**config.mk**
```make
export PLATFORM = sky130hd
export DESIGN_NAME = uart_rx_fifo_flat
export DESIGN_NICKNAME = d
export VERILOG_FILES = /design/src/rtl/uart_rx_fifo_if.sv /design/src/rtl/uart_rx_fifo.sv /design/src/flat_wrapper.sv
export SDC_FILE = /design/constraint.sdc
export NUM_CORES = 1
export LEC_CHECK = 0
export ABC_AREA = 1
export ABC_CLOCK_PERIOD_IN_PS = 2400
export CAP_MARGIN = 25
export CORE_MARGIN = 1
export CORE_UTILIZATION = 55
export DETAILED_ROUTE_END_ITERATION = 8
export PLACE_DENSITY = 0.73
export SETUP_SLACK_MARGIN = 0.02
export SYNTH_ARGS = -nofsm -noshare
export SYNTH_HDL_FRONTEND = slang
export SYNTH_SLANG_ARGS = --single-unit
```
**constraint.sdc**
```tcl
create_clock -name clk -period 2.4 [get_ports clk]
set_input_delay 0.48 -clock clk [delete_from_list [all_inputs] [get_ports clk]]
set_output_delay 0.48 -clock clk [all_outputs]
set_load 0.1 [all_outputs]
```
**src/rtl/uart_rx_fifo_if.sv**
```systemverilog
// Handshake bundle between the UART receiver, the receive FIFO and the host.
// The master side is the receiver/host; the slave side is the FIFO.
interface uart_rx_fifo_if #(
  parameter int ADDR_WIDTH = 4
);
  logic [7:0]          rx_data;
  logic                rx_valid;
  logic                rd_en;
  logic                clear_overflow;
  logic [7:0]          rd_data;
  logic                rd_valid;
  logic                empty;
  logic                full;
  logic [ADDR_WIDTH:0] count;
  logic                overflow;

  modport master (
    output rx_data, rx_valid, rd_en, clear_overflow,
    input  rd_data, rd_valid, empty, full, count, overflow
  );

  modport slave (
    input  rx_data, rx_valid, rd_en, clear_overflow,
    output rd_data, rd_valid, empty, full, count, overflow
  );
endinterface

```
**src/rtl/uart_rx_fifo.sv**
```systemverilog
// Receive-side byte buffer behind the UART receiver. One byte is captured per
// rising edge of the receiver's data-ready level and held in a circular buffer
// until the host pops it with a registered read. Reports empty/full, occupancy
// and a sticky overflow flag for bytes that arrived while the buffer was full.
module uart_rx_fifo #(
  parameter int DEPTH      = 16,
  parameter int ADDR_WIDTH = 4
) (
  input  logic             clk,
  input  logic             reset_n,
  uart_rx_fifo_if.slave    bus
);

  localparam logic [ADDR_WIDTH:0] DEPTH_C = (ADDR_WIDTH + 1)'(DEPTH);

  // Storage and state
  logic [7:0]            mem [DEPTH];
  logic [ADDR_WIDTH-1:0] wr_ptr;
  logic [ADDR_WIDTH-1:0] rd_ptr;
  logic [ADDR_WIDTH:0]   count_q;
  logic                  rx_valid_q;
  logic [7:0]            rd_data_q;
  logic                  rd_valid_q;
  logic                  overflow_q;

  // Decoded per-cycle events
  logic empty_w;
  logic full_w;
  logic wr_req;
  logic rd_go;
  logic wr_go;
  logic drop;

  assign empty_w = (count_q == '0);
  assign full_w  = (count_q == DEPTH_C);

  // Decode write/read/drop events from the edge detector and occupancy
  // NOTE: every signal assigned in an always_comb gets a default first, so no
  // path leaves it unassigned and no latch is inferred.
  always_comb begin
    wr_req = 1'b0;
    rd_go  = 1'b0;
    wr_go  = 1'b0;
    drop   = 1'b0;
    wr_req = bus.rx_valid & ~rx_valid_q;
    rd_go  = bus.rd_en & ~empty_w;
    // A read in the same cycle frees a slot, so a full buffer still accepts.
    wr_go  = wr_req & (~full_w | rd_go);
    drop   = wr_req & full_w & ~rd_go;
  end

  // Remember the previous data-ready level for rising-edge detection
  // NOTE: sequential state uses non-blocking assignments so every register
  // samples pre-edge values regardless of block evaluation order.
  always_ff @(posedge clk or negedge reset_n) begin
    if (!reset_n) begin
      // Start "high" so a level already asserted at release is not captured.
      rx_valid_q <= 1'b1;
    end else begin
      rx_valid_q <= bus.rx_valid;
    end
  end

  // Byte storage written at the write pointer
  // NOTE: the memory array has no reset; its contents are never observed
  // before being written, and a reset on it would forbid RAM inference.
  always_ff @(posedge clk) begin
    if (wr_go) begin
      mem[wr_ptr] <= bus.rx_data;
    end
  end

  // Write pointer advances on every accepted byte, wrapping modulo DEPTH
  always_ff @(posedge clk or negedge reset_n) begin
    if (!reset_n) begin
      wr_ptr <= '0;
    end else if (wr_go) begin
      wr_ptr <= wr_ptr + 1'b1;
    end
  end

  // Registered read port: pop the oldest byte and flag it for one cycle
  always_ff @(posedge clk or negedge reset_n) begin
    if (!reset_n) begin
      rd_ptr     <= '0;
      rd_data_q  <= 8'h00;
      rd_valid_q <= 1'b0;
    end else begin
      rd_valid_q <= rd_go;
      if (rd_go) begin
        // On a simultaneous write to the same slot this still returns the old
        // byte, since the memory update lands at the same edge.
        rd_data_q <= mem[rd_ptr];
        rd_ptr    <= rd_ptr + 1'b1;
      end
    end
  end

  // Occupancy tracks accepted writes minus reads
  always_ff @(posedge clk or negedge reset_n) begin
    if (!reset_n) begin
      count_q <= '0;
    end else begin
      unique case ({wr_go, rd_go})
        2'b10:   count_q <= count_q + 1'b1;
        2'b01:   count_q <= count_q - 1'b1;
        default: count_q <= count_q;
      endcase
    end
  end

  // Sticky overflow: a drop in the same cycle as a clear keeps the flag set
  always_ff @(posedge clk or negedge reset_n) begin
    if (!reset_n) begin
      overflow_q <= 1'b0;
    end else if (drop) begin
      overflow_q <= 1'b1;
    end else if (bus.clear_overflow) begin
      overflow_q <= 1'b0;
    end
  end

  assign bus.rd_data  = rd_data_q;
  assign bus.rd_valid = rd_valid_q;
  assign bus.count    = count_q;
  assign bus.empty    = empty_w;
  assign bus.full     = full_w;
  assign bus.overflow = overflow_q;

endmodule
```
**src/flat_wrapper.sv**
```systemverilog
// flat-port wrapper written by rule: the top's interface ports become plain ports
module uart_rx_fifo_flat 
#(
  parameter int DEPTH      = 16,
  parameter int ADDR_WIDTH = 4
)
  (clk, reset_n, bus_rx_data, bus_rx_valid, bus_rd_en, bus_clear_overflow, bus_rd_data, bus_rd_valid, bus_empty, bus_full, bus_count, bus_overflow);
  uart_rx_fifo_if #(.ADDR_WIDTH(ADDR_WIDTH)) bus_i ();
  input  logic clk;
  input  logic reset_n;
  input wire logic [$bits(bus_i.rx_data)-1:0] bus_rx_data;
  input wire logic [$bits(bus_i.rx_valid)-1:0] bus_rx_valid;
  input wire logic [$bits(bus_i.rd_en)-1:0] bus_rd_en;
  input wire logic [$bits(bus_i.clear_overflow)-1:0] bus_clear_overflow;
  output wire logic [$bits(bus_i.rd_data)-1:0] bus_rd_data;
  output wire logic [$bits(bus_i.rd_valid)-1:0] bus_rd_valid;
  output wire logic [$bits(bus_i.empty)-1:0] bus_empty;
  output wire logic [$bits(bus_i.full)-1:0] bus_full;
  output wire logic [$bits(bus_i.count)-1:0] bus_count;
  output wire logic [$bits(bus_i.overflow)-1:0] bus_overflow;
  assign bus_i.rx_data = bus_rx_data;
  assign bus_i.rx_valid = bus_rx_valid;
  assign bus_i.rd_en = bus_rd_en;
  assign bus_i.clear_overflow = bus_clear_overflow;
  assign bus_rd_data = bus_i.rd_data;
  assign bus_rd_valid = bus_i.rd_valid;
  assign bus_empty = bus_i.empty;
  assign bus_full = bus_i.full;
  assign bus_count = bus_i.count;
  assign bus_overflow = bus_i.overflow;
  uart_rx_fifo #(.DEPTH(DEPTH), .ADDR_WIDTH(ADDR_WIDTH)) u_core (.clk(clk), .reset_n(reset_n), .bus(bus_i));
endmodule
```
==> results of run 1 <==
-- metrics by stage --
stage | area, sq um | setup TNS (ns) | instances
2_1_floorplan | 6735 | 0 | 641
3_3_place_gp | 7207 | -0.02326 | 820
3_5_place_dp | 7207 | -0.1176 | 820
4_1_cts | 7797 | 0 | 852
5_1_grt | 7797 | 0 | 852
6_report | 7797 | 0 | 852
-- final cells by class --
| class | instances | area, sq um | area share, % |
|---|---|---|---|
| Sequential cell | 152 | 4453 | 57.11 |
| Multi-Input combinational cell | 369 | 1710 | 21.94 |
| Timing Repair Buffer | 59 | 510.5 | 6.547 |
| Clock buffer | 21 | 440.4 | 5.648 |
| Inverter | 93 | 349.1 | 4.477 |
| Tap cell | 147 | 183.9 | 2.359 |
| Clock inverter | 11 | 150.1 | 1.926 |
-- worst max-delay path by stage --
| stage | start | end | slack, ns | cells past startpoint |
|---|---|---|---|---|
| final | u_core.bus.count[1]$_DFFE_PN0P_ | u_core.bus.count[4]$_DFFE_PN0P_ | 0.28 | 13 |
| after global routing | u_core.bus.count[1]$_DFFE_PN0P_ | u_core.bus.count[4]$_DFFE_PN0P_ | 0.1 | 13 |
| after CTS | u_core.bus.count[1]$_DFFE_PN0P_ | u_core.bus.count[4]$_DFFE_PN0P_ | 0.28 | 13 |
| after detailed placement | bus_rx_valid | u_core.bus.count[4]$_DFFE_PN0P_ | -0.12 | 15 |
| after global placement | bus_rx_valid | u_core.bus.count[4]$_DFFE_PN0P_ | -0.02 | 15 |
| after floorplan | u_core.bus.count[1]$_DFFE_PN0P_ | u_core.bus.count[4]$_DFFE_PN0P_ | 0.17 | 13 |
-- power groups by stage --
| stage | logic [W] | registers (W) | clock network, W |
|---|---|---|---|
| after detailed placement | 0.00380 | 0.00342 | 0 |
| after global placement | 0.00372 | 0.00341 | 0 |
| after CTS | 0.00385 | 0.00338 | 0.00269 |
| after global routing | 0.00420 | 0.00341 | 0.00279 |
| final | 0.00386 | 0.00338 | 0.00266 |
| after floorplan | 0.00222 | 0.00417 | 0 |
-- Yosys cell counts --
master / number
a21oi_1: 1
buf_2: 11
buf_4: 1
buf_6: 14
clkbuf_1: 1
clkinv_1: 2
dfrtp_1: 23
dfstp_2: 1
edfxtp_1: 128
fa_1: 1
ha_1: 8
inv_1: 86
inv_2: 5
nand2_1: 225
nand2_2: 1
nand2_4: 1
nand3_1: 86
nand3_2: 2
nand4_1: 1
nor2_1: 18
nor2_2: 1
o211ai_1: 8
o21ai_0: 2
o21ai_1: 2
o21ai_2: 2
o32ai_1: 1
xnor2_1: 2
xor2_1: 6
xor2_2: 1
-- worst register-to-register path: stages, from the launching register on --
cell and delay, ns:
dfrtp_2 0.44, nor2_1 0.21, nand3_2 0.12, nand3_1 0.11
inv_1 0.10, fa_1 0.41, nand2_1 0.09, nand2_1 0.05
a21oi_1 0.16, inv_1 0.06, nand2_1 0.08, nand3_1 0.07
nand2_1 0.07, inv_1 0.04
-- metal layers --
layer,vias up,global-route usage (%)
met5,-,0
met4,0,9.778
met3,22,6.425
met2,183,39.67
met1,2175,32.21
li1,2185,-
-- layout by cell type, fill, tap and decap left out, types with 4 or more instances in the layout --
cell / instances
inv_2: 5
clkdlybuf4s50_1: 12
nor2_1: 18
dfrtp_1: 17
buf_4: 44
dfrtp_2: 6
ha_1: 8
edfxtp_1: 128
clkbuf_16: 17
o211ai_1: 8
xor2_1: 6
inv_1: 86
nand3_1: 86
clkinvlp_4: 5
clkbuf_1: 4
nand2_1: 225
-- registers in the layout, indices dropped and copies added (netlist names) --
name	count
u_core.rx_valid_q	1
u_core.wr_ptr	4
u_core.bus.rd_valid	1
u_core.bus.count	5
u_core.bus.rd_data	8
u_core.bus.overflow	1
u_core.rd_ptr	4
u_core.mem	128
-- logic make-up (layout without fill, tap and decap cells) --
kind of cell,after synthesis,after routing
flip-flops,152,152
AO/OA/AOI/OAI,16,16
buffers and inverters,120,184
XOR/XNOR,9,9
adder cells (fa/ha/maj),9,9
AND/OR/NAND/NOR,335,335
==> impl_results.md, run 1 <==
- NumNets Final: 714
- YS warnings: 0
- WL final: 14210 microns
- Sw Pwr: 0.004051 W
- Die area: 12680 sq um
- Synthesis-to-finish area growth: 15.88%
- Largest family of logic cells by synthesized area: simple AND/OR/NAND/NOR gates
- CP Class: flip-flop to flip-flop
- Cell taking the most area after synthesis: edfxtp_1
- Met2 wire len: 7094 microns
- R2r setup slk: 0.28 ns
- I/O pin count: 30
- Path depth of the worst reg2reg path: 13
- Synthesis-stage register bit count: 152
- Adder-Cell Fraction of Synth Area: 1.785%
- Reg2reg start: u_core.bus.count[1]$_DFFE_PN0P_
- CTS clk-pin slew, worst paths: 0.06 ns
- H-tree levels: 4
- Vias per inst: 5.358
- CTS max path bufs: 2
- Gr usage total: 24.68%
- DR vias: 4565
- Layout Skew: 0.008925 ns
- Netlist cell types: 29
- Period minus WS final: 2.119 ns
- Clk_lat worst skew: 0.42 ns
- Cell repeated most along the worst path: nand2_1
- Slew @ Worst Pin: 0.7317 ns
- CTS tree: yes
- Setup violators final: 0
- CTS Root Cell: clkbuf_16
- Gp weighted congestion: 0.8435
- Final hold violations: 0
- Overflow after GRT: 0
- Clk sinks: 152
- Crit Reg-Reg Endpoint: u_core.bus.count[4]$_DFFE_PN0P_
- Drt wl/cell: 16.68 microns
- Top cell type's share of synthesized area: 57.12%
- Hold WS: 0.4201 ns
- Site row count: 40
- Avg Cell Area, Syn: 10.50 sq um
- Clock share of power: 26.8%
- Int Power: 0.005846 W
- Max frequency: 0.4719 GHz
- Combinational share of power: 39.0%
- Top cells by area, synth: edfxtp_1 57%, nand2_1 13%, dfrtp_1 8.6%
- Antenna Nets Post-Route: 0
- RSZ-0062 raised after global routing: false
- Core Region: 11960 sq um
- Syn Inst Count: 641
- DIE HEIGHT: 112.6 microns
- Initial DRC count: 427
- Seq pwr share: 34.1%
- Detailed Place HPWL: 8838 microns
- Slowest cell on crit path: dfrtp_2
- DR top layer: met4
- Xor and xnor fraction of the mapped netlist area: 1.283%
- Cts bufs inserted: 17
- Critical Path Max Stage Delay: 0.44 ns
- Drt pass-1 iters: 5
- Final Max Tran Viols: 0
- First-pass GRT wire length: 22950 microns
- Post-synthesis net count: 663
- Data required time of the worst path: 2.72 ns
- Netlist Area Pre-Place: 6729 sq um
- Post-synthesis sequential area ratio: 66.07%
- WP buf/inv: 3
- Worst VDD drop: 0.6318 mV
- Mux contribution to synthesized area: 0%
- Top cell family by delay on the critical path: simple AND/OR/NAND/NOR gates
- Port-buffer cells: 29
- Total power: 0.009898 W
- Crit Path Max Fanout: 5
- Met3 WL post-DR: 1025 microns
- Critical path launch point type: flip-flop
- Cells along the critical path: nor2_1 -> nand3_2 -> nand3_1 -> inv_1 -> fa_1 -> nand2_1 -> nand2_1 -> a21oi_1 -> inv_1 -> nand2_1 -> nand3_1 -> nand2_1 -> inv_1
- Status: complete, no violations
- Initial antenna violation count: 0
- Worst slack, placed: -0.1176 ns
- Hold_buf cts: 0
- Worst setup EP type: flip-flop
- Switching Share: 40.93%
- Met1 WL: 5847 microns
- Synth Area in Compound Gates: 1.655%
- Max Cap Violations: 0
- Fillers: 899
- Vias in the first global route: 4382
- Final Core Density: 65.19%
- Diode count: 0
- Chip width: 112.6 microns
- Cell Pwr Density: 1269 nW/um^2
- Post-synthesis simple-gate area fraction: 20.70%
- Largest net degree at the start of global routing: 75
- Layout cells sized above 1: 13.48%
- Final Cycle Share: 88.30%
- Number of remaining DRC errors: 0
- Crit path DAT: 2.43 ns
- Starting Density: 56.26%
- Hold Crit Class: input pin to async pin
- Max-slew headroom: 51.22%
- Leak: 3.402 nW
- Resized cells post-CTS: 0
- Final setup margin: 0.2807 ns
- Post-CTS setup repair buffer count: 0
No activity file was read; power rests on OpenSTA's default activity.
==> run 2: changes to the inputs <==
--- a/config.mk
+++ b/config.mk
@@ -7,7 +7,6 @@
 export LEC_CHECK = 0
 export ABC_AREA = 1
 export ABC_CLOCK_PERIOD_IN_PS = 2400
-export CAP_MARGIN = 25
 export CORE_MARGIN = 1
 export CORE_UTILIZATION = 55
 export DETAILED_ROUTE_END_ITERATION = 8
==> results of run 2 <==
Same layout as run 1: the final DEF is identical, and so are final timing and power.
==> run 3: changes to the inputs <==
--- a/config.mk
+++ b/config.mk
@@ -6,7 +6,7 @@
 export NUM_CORES = 1
 export LEC_CHECK = 0
 export ABC_AREA = 1
-export ABC_CLOCK_PERIOD_IN_PS = 2400
+export ABC_CLOCK_PERIOD_IN_PS = 2370
 export CORE_MARGIN = 1
 export CORE_UTILIZATION = 55
 export DETAILED_ROUTE_END_ITERATION = 8
==> constraint.sdc (replaced) <==
create_clock -name clk -period 2.37 [get_ports clk]
set_input_delay 0.474 -clock clk [delete_from_list [all_inputs] [get_ports clk]]
set_output_delay 0.474 -clock clk [all_outputs]
set_load 0.1 [all_outputs]
==> impl_results.md, run 3 (same netlist as run 1, synthesis figures left out) <==
- Path depth of the worst reg2reg path: 13 (unchanged)
- Die area: 12680 sq um (unchanged)
- Crit path DAT: 2.44 ns (was 2.43 ns)
- Largest net degree at the start of global routing: 51 (was 75)
- Crit Path Max Fanout: 5 (unchanged)
- Core Region: 11960 sq um (unchanged)
- Clock share of power: 27.4% (was 26.8%)
- Max Cap Violations: 0 (unchanged)
- NumNets Final: 715 (was 714)
- Antenna Nets Post-Route: 0 (unchanged)
- Worst setup EP type: flip-flop (unchanged)
- Hold Crit Class: input pin to async pin (unchanged)
- Max frequency: 0.4700 GHz (was 0.4719 GHz)
- Switching Share: 40.39% (was 40.93%)
- Final hold violations: 0 (unchanged)
- Port-buffer cells: 29 (unchanged)
- Final Cycle Share: 89.77% (was 88.30%)
- CTS Root Cell: clkbuf_16 (unchanged)
- Starting Density: 56.26% (unchanged)
- Cts bufs inserted: 17 (unchanged)
- Layout Skew: 0.007759 ns (was 0.008925 ns)
- Resized cells post-CTS: 0 (unchanged)
- Slew @ Worst Pin: 0.7189 ns (was 0.7317 ns)
- Largest Register: u_core.mem (unchanged)
- Crit Reg-Reg Endpoint: u_core.bus.count[4]$_DFFE_PN0P_ (unchanged)
- Final Core Density: 65.40% (was 65.19%)
- Setup violators final: 0 (unchanged)
- Gp weighted congestion: 0.8506 (was 0.8435)
- CTS max path bufs: 2 (unchanged)
- Gr usage total: 24.46% (was 24.68%)
- Setup TNS: 0 ns (unchanged)
- Layout cells sized above 1: 13.88% (was 13.48%)
- Cell Pwr Density: 1292 nW/um^2 (was 1269 nW/um^2)
- Chip width: 112.6 microns (unchanged)
- Data required time of the worst path: 2.68 ns (was 2.72 ns)
- Reg2reg start: u_core.bus.count[1]$_DFFE_PN0P_ (unchanged)
- Failing checks: DRC
- RSZ-0062 raised after global routing: false (unchanged)
- CTS tree: yes (unchanged)
- CTS clk-pin slew, worst paths: 0.06 ns (about the same)
- Vias in the first global route: 4529 (was 4382)
- DIE HEIGHT: 112.6 microns (unchanged)
- Drt pass-1 iters: 8 (was 5)
- Status: finished, violations left (was complete, no violations)
- Most frequent cells in the layout: 225 x nand2_1, 128 x edfxtp_1, 86 x inv_1, 86 x nand3_1, 45 x buf_4 (was 225 x nand2_1, 128 x edfxtp_1, 86 x inv_1, 86 x nand3_1, 44 x buf_4)
- Max-slew headroom: 51.93% (was 51.22%)
- Post-route cell area: 7823 sq um (was 7797 sq um)
- Clk sinks: 152 (unchanged)
- Clk_lat worst skew: 0.42 ns (about the same)
- Fin cells: 853 (was 852)
- Number of remaining DRC errors: 2 (was 0)
- Combinational share of power: 38.7% (was 39.0%)
- First-pass GRT wire length: 22850 microns (was 22950 microns)
- Overflow after GRT: 0 (unchanged)
- DR vias: 4505 (was 4565)
- Drt wl/cell: 16.58 microns (was 16.68 microns)
- Hold_buf cts: 0 (unchanged)
- Synthesis-to-finish area growth: 16.25% (was 15.88%)
- Initial antenna violation count: 0 (unchanged)
- Site row count: 40 (unchanged)
- CP Class: flip-flop to flip-flop (unchanged)
- Commonest non-fill, non-tap cell in the layout: nand2_1 (unchanged)
- Diode count: 0 (unchanged)
- Detailed Place HPWL: 8946 microns (was 8838 microns)
- Placed cells: 821 (was 820)
- Sw Pwr: 0.004082 W (was 0.004051 W)
- Int Power: 0.006024 W (was 0.005846 W)
- Max reg flops: 128 (unchanged)
- I/O pin count: 30 (unchanged)
- Post-CTS setup repair buffer count: 0 (unchanged)
- Worst VDD drop: 0.5563 mV (was 0.6318 mV)
- Area after DPL: 7214 sq um (was 7207 sq um)
- WL final: 14140 microns (was 14210 microns)
- Vias per inst: 5.281 (was 5.358)
- Seq pwr share: 33.9% (was 34.1%)
- R2r setup slk: 0.24 ns (was 0.28 ns)
- Final Max Tran Viols: 0 (unchanged)
- Critical path launch point type: flip-flop (unchanged)
- Leak: 3.439 nW (was 3.402 nW)
- H-tree levels: 4 (unchanged)
- Initial DRC count: 404 (was 427)
- Period minus WS final: 2.128 ns (was 2.119 ns)
## run 3: cell type report
cell class	count	area, sq um
clock buffer	18	429.2
clock inverter	14	178.9
fill	887	4139
inverter	93	349.1
multi-input combinational	369	1710
sequential	152	4453
tap	147	183.9
timing repair buffer	60	518.0
## run 3: per-layer routing
| metal | share of wire, % | up-vias | GRT usage, % | wire [microns] |
|---|---|---|---|---|
| met5 | 0 | - | 0 | 0 |
| met4 | 2.1 | 0 | 9.689 | 296 |
| met3 | 5.5 | 29 | 5.886 | 776 |
| met2 | 49 | 143 | 40.25 | 6912 |
| met1 | 44 | 2153 | 31.46 | 6158 |
| li1 | - | 2180 | - | - |
## run 3: worst max-delay path: stages, from the launching register on
cell and delay (ns):
dfrtp_2 0.45, nor2_1 0.22, nand3_2 0.13, nand3_1 0.11
inv_1 0.10, fa_1 0.40, nand2_1 0.09, nand2_1 0.06
a21oi_1 0.17, nand2_1 0.09, nand2_1 0.07, nand2_1 0.04
nand2_1 0.05, inv_1 0.03
## run 3: worst max-delay path by stage
stage                                          from                              end  slack [ns]  depth (start not counted)
floorplan           u_core.bus.count[1]$_DFFE_PN0P_  u_core.bus.count[4]$_DFFE_PN0P_        0.14                         13
global placement                       bus_rx_valid  u_core.bus.count[4]$_DFFE_PN0P_       -0.05                         15
detailed placement                     bus_rx_valid  u_core.bus.count[4]$_DFFE_PN0P_       -0.13                         15
CTS                 u_core.bus.count[1]$_DFFE_PN0P_  u_core.bus.count[4]$_DFFE_PN0P_        0.26                         13
global route        u_core.bus.count[1]$_DFFE_PN0P_  u_core.bus.count[4]$_DFFE_PN0P_        0.04                         13
finish              u_core.bus.count[1]$_DFFE_PN0P_  u_core.bus.count[4]$_DFFE_PN0P_        0.24                         13
## run 3: metrics by stage
stage / hold WS (ns) / worst slack, ns / power [W]
2_1_floorplan: 0.1784 / 0.1394 / 0.006464
3_3_place_gp: 0.4680 / -0.04789 / 0.007233
3_5_place_dp: 0.4769 / -0.1286 / 0.007332
4_1_cts: 0.4137 / 0.2646 / 0.01013
5_1_grt: 0.4423 / 0.04398 / 0.01064
6_report: 0.4172 / 0.2425 / 0.01011
## run 3: power groups by stage
stage | sequential (W) | combinational, W | clock [W]
4_1_cts | 0.00342 | 0.00390 | 0.00280
2_1_floorplan | 0.00422 | 0.00224 | 0
3_3_place_gp | 0.00346 | 0.00378 | 0
5_1_grt | 0.00346 | 0.00427 | 0.00291
6_report | 0.00343 | 0.00391 | 0.00277
3_5_place_dp | 0.00347 | 0.00386 | 0
